$ cat config.mk
export PLATFORM = sky130hd
export DESIGN_NAME = pipe_hazard_ctrl_flat
export DESIGN_NICKNAME = d
export VERILOG_FILES = /design/src/rtl/pipe_hazard_ctrl_pkg.sv /design/src/rtl/pipe_hazard_ctrl_if.sv /design/src/rtl/pipe_hazard_ctrl_sat_counter.sv /design/src/rtl/pipe_hazard_ctrl.sv /design/src/flat_wrapper.sv
export SDC_FILE = /design/constraint.sdc
export NUM_CORES = 1
export LEC_CHECK = 0
export BUFFER_PORTS_ARGS = -buffer_cell sky130_fd_sc_hd__buf_4
export CAP_MARGIN = 0
export CORE_UTILIZATION = 25
export CTS_CLUSTER_DIAMETER = 30
export DETAILED_ROUTE_END_ITERATION = 6
export PLACE_DENSITY_LB_ADDON = 0.25
export SLEW_MARGIN = 0
export SYNTH_ARGS = -nofsm -noshare
export SYNTH_HDL_FRONTEND = slang
export SYNTH_SLANG_ARGS = --single-unit
$ cat constraint.sdc
create_clock -name clk -period 5.6 [get_ports clk]
set_clock_uncertainty 0.1 [all_clocks]
set_input_delay 0.84 -clock clk [delete_from_list [all_inputs] [get_ports clk]]
set_output_delay 0.84 -clock clk [all_outputs]
set_load 0.005 [all_outputs]
$ cat src/rtl/pipe_hazard_ctrl_pkg.sv
// Shared pipeline definitions for the hazard/forwarding controller:
// operand-select encodings, the in-flight slot record and small match helpers.
package pipe_hazard_ctrl_pkg;

  // Widest register address a slot can hold; narrower addresses are zero-extended.
  localparam int MAX_REG_AW = 8;

  typedef enum logic [1:0] {
    FWD_RF    = 2'b00,
    FWD_EXMEM = 2'b01,
    FWD_MEMWB = 2'b10,
    FWD_RET   = 2'b11
  } fwd_sel_e;

  typedef struct packed {
    logic                  valid;
    logic [MAX_REG_AW-1:0] rd;
    logic                  load;
  } slot_t;

  function automatic logic slot_match(input slot_t s, input logic en,
                                      input logic [MAX_REG_AW-1:0] src);
    return s.valid & en & (s.rd == src);
  endfunction

  // Youngest producer wins: the value still in EX is the most recent write.
  function automatic fwd_sel_e pick_sel(input logic m_ex, input logic m_mem,
                                        input logic m_wb);
    fwd_sel_e sel;
    if (m_ex)       sel = FWD_EXMEM;
    else if (m_mem) sel = FWD_MEMWB;
    else if (m_wb)  sel = FWD_RET;
    else            sel = FWD_RF;
    return sel;
  endfunction

endpackage

$ cat src/rtl/pipe_hazard_ctrl_if.sv
// Decoder-side bundle of the hazard controller: ID operand info in,
// stall/flush/forward controls and event counters out.
interface pipe_hazard_ctrl_if #(
  parameter int REG_AW = 4,
  parameter int CNT_W  = 16
);
  logic              id_valid;
  logic [REG_AW-1:0] id_rn;
  logic [REG_AW-1:0] id_rm;
  logic              id_rn_en;
  logic              id_rm_en;
  logic [REG_AW-1:0] id_rd;
  logic              id_wr_en;
  logic              id_load;
  logic              ex_branch_taken;
  logic              stall_if;
  logic              bubble_ex;
  logic              flush_id;
  logic [1:0]        fwd_a;
  logic [1:0]        fwd_b;
  logic [CNT_W-1:0]  stall_cnt;
  logic [CNT_W-1:0]  flush_cnt;

  modport master (
    output id_valid, id_rn, id_rm, id_rn_en, id_rm_en, id_rd, id_wr_en,
           id_load, ex_branch_taken,
    input  stall_if, bubble_ex, flush_id, fwd_a, fwd_b, stall_cnt, flush_cnt
  );

  modport slave (
    input  id_valid, id_rn, id_rm, id_rn_en, id_rm_en, id_rd, id_wr_en,
           id_load, ex_branch_taken,
    output stall_if, bubble_ex, flush_id, fwd_a, fwd_b, stall_cnt, flush_cnt
  );
endinterface

$ cat src/rtl/pipe_hazard_ctrl_sat_counter.sv
// Saturating event counter: counts inc cycles and sticks at all-ones.
module hazard_sat_counter #(
  parameter int CNT_W = 16
) (
  input  logic             clk,
  input  logic             rst,
  input  logic             inc,
  output logic [CNT_W-1:0] cnt
);

  always_ff @(posedge clk) begin
    if (rst) begin
      cnt <= '0;
    end else if (inc && (cnt != {CNT_W{1'b1}})) begin
      cnt <= cnt + 1'b1;
    end
  end

endmodule

$ cat src/rtl/pipe_hazard_ctrl.sv
// RAW hazard, forwarding and branch-flush controller for the five-stage pipeline.
// Tracks destinations in EX/MEM/WB and either forwards or interlocks ID.
module pipe_hazard_ctrl #(
  parameter int REG_AW = 4,
  parameter int FWD_EN = 1,
  parameter int CNT_W  = 16
) (
  input logic             clk,
  input logic             rst,
  pipe_hazard_ctrl_if.slave bus
);
  import pipe_hazard_ctrl_pkg::*;

  localparam logic FWD_ON = (FWD_EN != 0);

  slot_t ex_slot, mem_slot, wb_slot;

  logic [REG_AW-1:0]     id_rn, id_rm, id_rd;
  logic [MAX_REG_AW-1:0] rn_x, rm_x, rd_x;
  logic                  rn_ex, rn_mem, rn_wb;
  logic                  rm_ex, rm_mem, rm_wb;
  logic                  load_use, any_match, hazard;
  logic                  flush, stall, issue;
  fwd_sel_e              sel_a_next, sel_b_next;
  logic [1:0]            fwd_a_q, fwd_b_q;
  logic                  unused_wb_load;

  assign id_rn = bus.id_rn;
  assign id_rm = bus.id_rm;
  assign id_rd = bus.id_rd;
  assign rn_x  = MAX_REG_AW'(id_rn);
  assign rm_x  = MAX_REG_AW'(id_rm);
  assign rd_x  = MAX_REG_AW'(id_rd);

  assign rn_ex  = slot_match(ex_slot,  bus.id_rn_en, rn_x);
  assign rn_mem = slot_match(mem_slot, bus.id_rn_en, rn_x);
  assign rn_wb  = slot_match(wb_slot,  bus.id_rn_en, rn_x);
  assign rm_ex  = slot_match(ex_slot,  bus.id_rm_en, rm_x);
  assign rm_mem = slot_match(mem_slot, bus.id_rm_en, rm_x);
  assign rm_wb  = slot_match(wb_slot,  bus.id_rm_en, rm_x);

  // With forwarding only a load still in EX is unresolvable; without it any
  // in-flight producer blocks until it has retired.
  assign load_use  = (rn_ex | rm_ex) & ex_slot.load;
  assign any_match = rn_ex | rn_mem | rn_wb | rm_ex | rm_mem | rm_wb;
  assign hazard    = FWD_ON ? load_use : any_match;

  assign flush = bus.ex_branch_taken;
  assign stall = hazard & bus.id_valid & ~flush;
  assign issue = bus.id_valid & ~stall & ~flush;

  assign bus.stall_if  = stall;
  assign bus.bubble_ex = stall;
  assign bus.flush_id  = flush;

  assign sel_a_next = (FWD_ON && issue) ? pick_sel(rn_ex, rn_mem, rn_wb) : FWD_RF;
  assign sel_b_next = (FWD_ON && issue) ? pick_sel(rm_ex, rm_mem, rm_wb) : FWD_RF;

  // The branch in EX is killed on its way to MEM so its write never lands.
  always_ff @(posedge clk) begin
    if (rst) begin
      ex_slot  <= '0;
      mem_slot <= '0;
      wb_slot  <= '0;
      fwd_a_q  <= FWD_RF;
      fwd_b_q  <= FWD_RF;
    end else begin
      wb_slot  <= mem_slot;
      mem_slot <= '{valid: ex_slot.valid & ~flush, rd: ex_slot.rd, load: ex_slot.load};
      ex_slot  <= '{valid: issue & bus.id_wr_en, rd: rd_x, load: bus.id_load};
      fwd_a_q  <= sel_a_next;
      fwd_b_q  <= sel_b_next;
    end
  end

  assign bus.fwd_a = fwd_a_q;
  assign bus.fwd_b = fwd_b_q;

  assign unused_wb_load = wb_slot.load;

  hazard_sat_counter #(.CNT_W(CNT_W)) u_stall_cnt (
    .clk (clk),
    .rst (rst),
    .inc (stall),
    .cnt (bus.stall_cnt)
  );

  hazard_sat_counter #(.CNT_W(CNT_W)) u_flush_cnt (
    .clk (clk),
    .rst (rst),
    .inc (flush),
    .cnt (bus.flush_cnt)
  );

endmodule

$ cat src/flat_wrapper.sv
// flat-port wrapper written by rule: the top's interface ports become plain ports
module pipe_hazard_ctrl_flat import pipe_hazard_ctrl_pkg::*;
#(
  parameter int REG_AW = 4,
  parameter int FWD_EN = 1,
  parameter int CNT_W  = 16
)
  (clk, rst, bus_id_valid, bus_id_rn, bus_id_rm, bus_id_rn_en, bus_id_rm_en, bus_id_rd, bus_id_wr_en, bus_id_load, bus_ex_branch_taken, bus_stall_if, bus_bubble_ex, bus_flush_id, bus_fwd_a, bus_fwd_b, bus_stall_cnt, bus_flush_cnt);
  pipe_hazard_ctrl_if #(.REG_AW(REG_AW), .CNT_W(CNT_W)) bus_i ();
  input logic clk;
  input logic rst;
  input wire logic [$bits(bus_i.id_valid)-1:0] bus_id_valid;
  input wire logic [$bits(bus_i.id_rn)-1:0] bus_id_rn;
  input wire logic [$bits(bus_i.id_rm)-1:0] bus_id_rm;
  input wire logic [$bits(bus_i.id_rn_en)-1:0] bus_id_rn_en;
  input wire logic [$bits(bus_i.id_rm_en)-1:0] bus_id_rm_en;
  input wire logic [$bits(bus_i.id_rd)-1:0] bus_id_rd;
  input wire logic [$bits(bus_i.id_wr_en)-1:0] bus_id_wr_en;
  input wire logic [$bits(bus_i.id_load)-1:0] bus_id_load;
  input wire logic [$bits(bus_i.ex_branch_taken)-1:0] bus_ex_branch_taken;
  output wire logic [$bits(bus_i.stall_if)-1:0] bus_stall_if;
  output wire logic [$bits(bus_i.bubble_ex)-1:0] bus_bubble_ex;
  output wire logic [$bits(bus_i.flush_id)-1:0] bus_flush_id;
  output wire logic [$bits(bus_i.fwd_a)-1:0] bus_fwd_a;
  output wire logic [$bits(bus_i.fwd_b)-1:0] bus_fwd_b;
  output wire logic [$bits(bus_i.stall_cnt)-1:0] bus_stall_cnt;
  output wire logic [$bits(bus_i.flush_cnt)-1:0] bus_flush_cnt;
  assign bus_i.id_valid = bus_id_valid;
  assign bus_i.id_rn = bus_id_rn;
  assign bus_i.id_rm = bus_id_rm;
  assign bus_i.id_rn_en = bus_id_rn_en;
  assign bus_i.id_rm_en = bus_id_rm_en;
  assign bus_i.id_rd = bus_id_rd;
  assign bus_i.id_wr_en = bus_id_wr_en;
  assign bus_i.id_load = bus_id_load;
  assign bus_i.ex_branch_taken = bus_ex_branch_taken;
  assign bus_stall_if = bus_i.stall_if;
  assign bus_bubble_ex = bus_i.bubble_ex;
  assign bus_flush_id = bus_i.flush_id;
  assign bus_fwd_a = bus_i.fwd_a;
  assign bus_fwd_b = bus_i.fwd_b;
  assign bus_stall_cnt = bus_i.stall_cnt;
  assign bus_flush_cnt = bus_i.flush_cnt;
  pipe_hazard_ctrl #(.REG_AW(REG_AW), .FWD_EN(FWD_EN), .CNT_W(CNT_W)) u_core (.clk(clk), .rst(rst), .bus(bus_i));
endmodule
==> impl_metrics.env <==
export IMPL_grt_pass1_wl_um=10100
export IMPL_min_period_ns=2.99
export IMPL_overflow=0
export IMPL_h_tree_depth=2
export IMPL_end_kind="output pin"
export IMPL_synth_common_cells="dfxtp_1 (52), nor2_1 (29), nor2b_1 (21), nand2_1 (17), xor2_1 (17)"
export IMPL_clkTransAtPathRegs_ns=0.10
export IMPL_core_area_um2=9860
export IMPL_cts_tree="built"
export IMPL_drt_pass1_iter_count=4
export IMPL_grt_max_degree=55
export IMPL_synth_net_count=318
export IMPL_hold_path_class="register to register"
export IMPL_vias=2249
export IMPL_root_buffer="clkbuf_8"
export IMPL_routed_via_density=4.65
export IMPL_die_h_um=103
export IMPL_power_leakage_nw=1.21
export IMPL_ff2ff_path_depth=6
export IMPL_p_sw_mw=0.156
export IMPL_synth_top_area_share_pct=40.6
export IMPL_grt_setup_unrepaired="no"
export IMPL_drive_above_1_share_pct=22.8
export IMPL_ys_types=50
export IMPL_p_int_mw=0.501
export IMPL_cpMaxStageDelayCell="nor3_1"
export IMPL_drv_slew=0
export IMPL_drc=0
export IMPL_max_slew_worst_pin_slew_ns=0.567
export IMPL_drtIter0Drc=69
export IMPL_dp_slack_ns=2.60
export IMPL_cts_buffers=5
export IMPL_n_fill_cell=1057
export IMPL_start_util_pct=26.0
export IMPL_cp_required_ns=4.66
export IMPL_p_seq_share_pct=58.1
export IMPL_swShare_pct=23.8
export IMPL_critPathLaunchType="primary input"
export IMPL_ys_ff_latch=52
export IMPL_ir_worst_vdd_mv=0.0897
export IMPL_slew_headroom_pct=62.2
export IMPL_crit_chain="buf_4 > xor2_1 > nor3_1 > a22oi_2 > buf_4 > inv_1 > buf_4"
export IMPL_io_buffers=58
export IMPL_drt_antenna_violating_nets=0
export IMPL_top_level_ports=59
export IMPL_crit_fanout=28
export IMPL_antenna_found_initial=0
export IMPL_fin_ws_ns=2.61
export IMPL_crit_path_frequent_cell="buf_4"
export IMPL_synthesis_area_um2=2560
export IMPL_clockPowerShare_pct=34.5
export IMPL_place_hpwl_um=4390
export IMPL_hold_buffers=0
export IMPL_critPathKind="primary input to output pin"
export IMPL_rows=36
export IMPL_drt_wl_total_um=5990
export IMPL_post_cts_resized=0
export IMPL_area_growth_pct=25.2
export IMPL_grt_use_total_pct=11.9
export IMPL_p_per_area_nw_per_um2=205
export IMPL_worst_path_buf_inv=4
export IMPL_globalplace_congestion=0.783
export IMPL_synth_edf_count=0
export IMPL_clock_fmax_mhz=335
export IMPL_hold_path_depth=1
export IMPL_cts_sinks=52
export IMPL_seqCellArea_um2=1040
export IMPL_wl_per_cell_um=12.4
export IMPL_cts_max_path_buffers=2
export IMPL_synth_top_area_cell="dfxtp_1"
export IMPL_arrival_ns=2.05
export IMPL_critPathTopFamily="buffers and inverters"
export IMPL_synth_area_top_cells="dfxtp_1 (41%), xor2_1 (5.8%), nor2b_1 (5.1%)"
export IMPL_tns_ns=0
export IMPL_synth_seq_area_share_pct=40.6
export IMPL_cp_depth=7
export IMPL_ys_warnings_count=0
export IMPL_p_comb_share_pct=7.4
export IMPL_run_status="complete, no violations"
export IMPL_synth_most_common_cell="dfxtp_1"
export IMPL_multi_input_area_um2=1420
export IMPL_drv_cap=0
export IMPL_finalCritPeriodShare_pct=53.3
export IMPL_worstSkewPairLatency_ns=0.30
export IMPL_avgSynthCellArea_um2=8.65
export IMPL_die_w_um=103
export IMPL_post_cts_buffers=0
export IMPL_dieArea_um2=10700
export IMPL_synthFlopType="dfxtp_1"
export IMPL_antenna_cells=0
export IMPL_asyncSetResetFlopFracSynth_pct=0
export IMPL_hold_viol=0
export IMPL_nets=372
export IMPL_grt_pass1_vias=2168
export IMPL_finalSetupViolCount=0
export IMPL_critPathMaxStageDelay_ns=0.38
export IMPL_synthCells=296
power by group through the flow:
stage / Clock (mW) / Sequential, mW / Combinational (mW)
2_1_floorplan: 0 / 0.388 / 0.0271
3_3_place_gp: 0 / 0.390 / 0.0490
3_5_place_dp: 0 / 0.390 / 0.0495
4_1_cts: 0.240 / 0.381 / 0.0497
5_1_grt: 0.251 / 0.383 / 0.0547
6_report: 0.227 / 0.381 / 0.0489
cell type report:
cell class                 count  area share (%)
sequential                    52            32.5
clock inverter                 2           0.429
tap                          133            5.19
timing repair buffer          59            13.8
inverter                      10            1.17
multi-input combinational    222            44.4
clock buffer                   6            2.58
worst register-to-register path: stages, from the launching register on:
cell     delay (ns)
dfxtp_1        0.44
ha_1           0.27
nand2_2        0.09
or4b_4         0.63
nor2_4         0.26
nor4_1         0.11
mux2_2         0.27
worst paths after layout:
kind	from	end	slack, ns
max	bus_id_rn[3]	bus_bubble_ex	2.61
min	u_core.ex_slot[9]	u_core.mem_slot[9]	0.41
max reg2reg	u_core.u_stall_cnt.cnt[0]	u_core.u_stall_cnt.cnt[13]	3.34
min reg2reg	u_core.ex_slot[9]	u_core.mem_slot[9]	0.41
flip-flops by register name, indices dropped and copies added (netlist names):
signal and cells:
u_core.u_flush_cnt.cnt 16, u_core.u_stall_cnt.cnt 16, u_core.ex_slot 6, u_core.mem_slot 5, u_core.wb_slot 5, u_core.bus.fwd_a 2
u_core.bus.fwd_b 2
kinds of logic (layout without fill, tap and decap cells):
group | after synthesis | count (layout) | share of synthesized area (%)
and+or+nand+nor | 135 | 135 | 29.2
DFF | 52 | 52 | 40.6
AOI/OAI and AO/OA | 46 | 46 | 11.4
xor gates and xnor gates | 31 | 31 | 10.6
buffers and inverters | 22 | 77 | 3.81
muxes | 8 | 8 | 3.37
adders and majority gates | 2 | 2 | 0.977
per-layer routing:
metal	vias up	global-route usage [%]	wire length [um]
li1	1153	-	-
met2	44	19.7	2740
met4	0	3.58	38
met5	-	0	0
met1	1050	15.4	2910
met3	2	2.82	301
stage by stage:
step                instance area [um2]  hold WS [ns]  instances  utilization [%]  power, mW
floorplan                          2560         0.361        296                -      0.416
global placement                   3110         0.390        476             31.5      0.439
detailed placement                 3110         0.392        476             31.5      0.440
CTS                                3210         0.407        484             32.5      0.672
global route                       3210         0.425        484             32.5      0.689
finish                             3210         0.406        484             32.5      0.657
cells in the final DEF, fill, tap and decap left out, drive strengths merged, types with 4 or more instances in the layout:
cell     count
nand3        8
nand4        8
nor3        14
inv         11
nor3b        4
dfxtp       52
nor2        30
xor2        17
or3          9
clkbuf       6
a21oi       16
o21ai       12
nor2b       21
nand2       18
mux2         5
buf         59
nor4         5
o2111ai      4
and2         4
xnor2       14
Power figures use the tool's default switching activity.
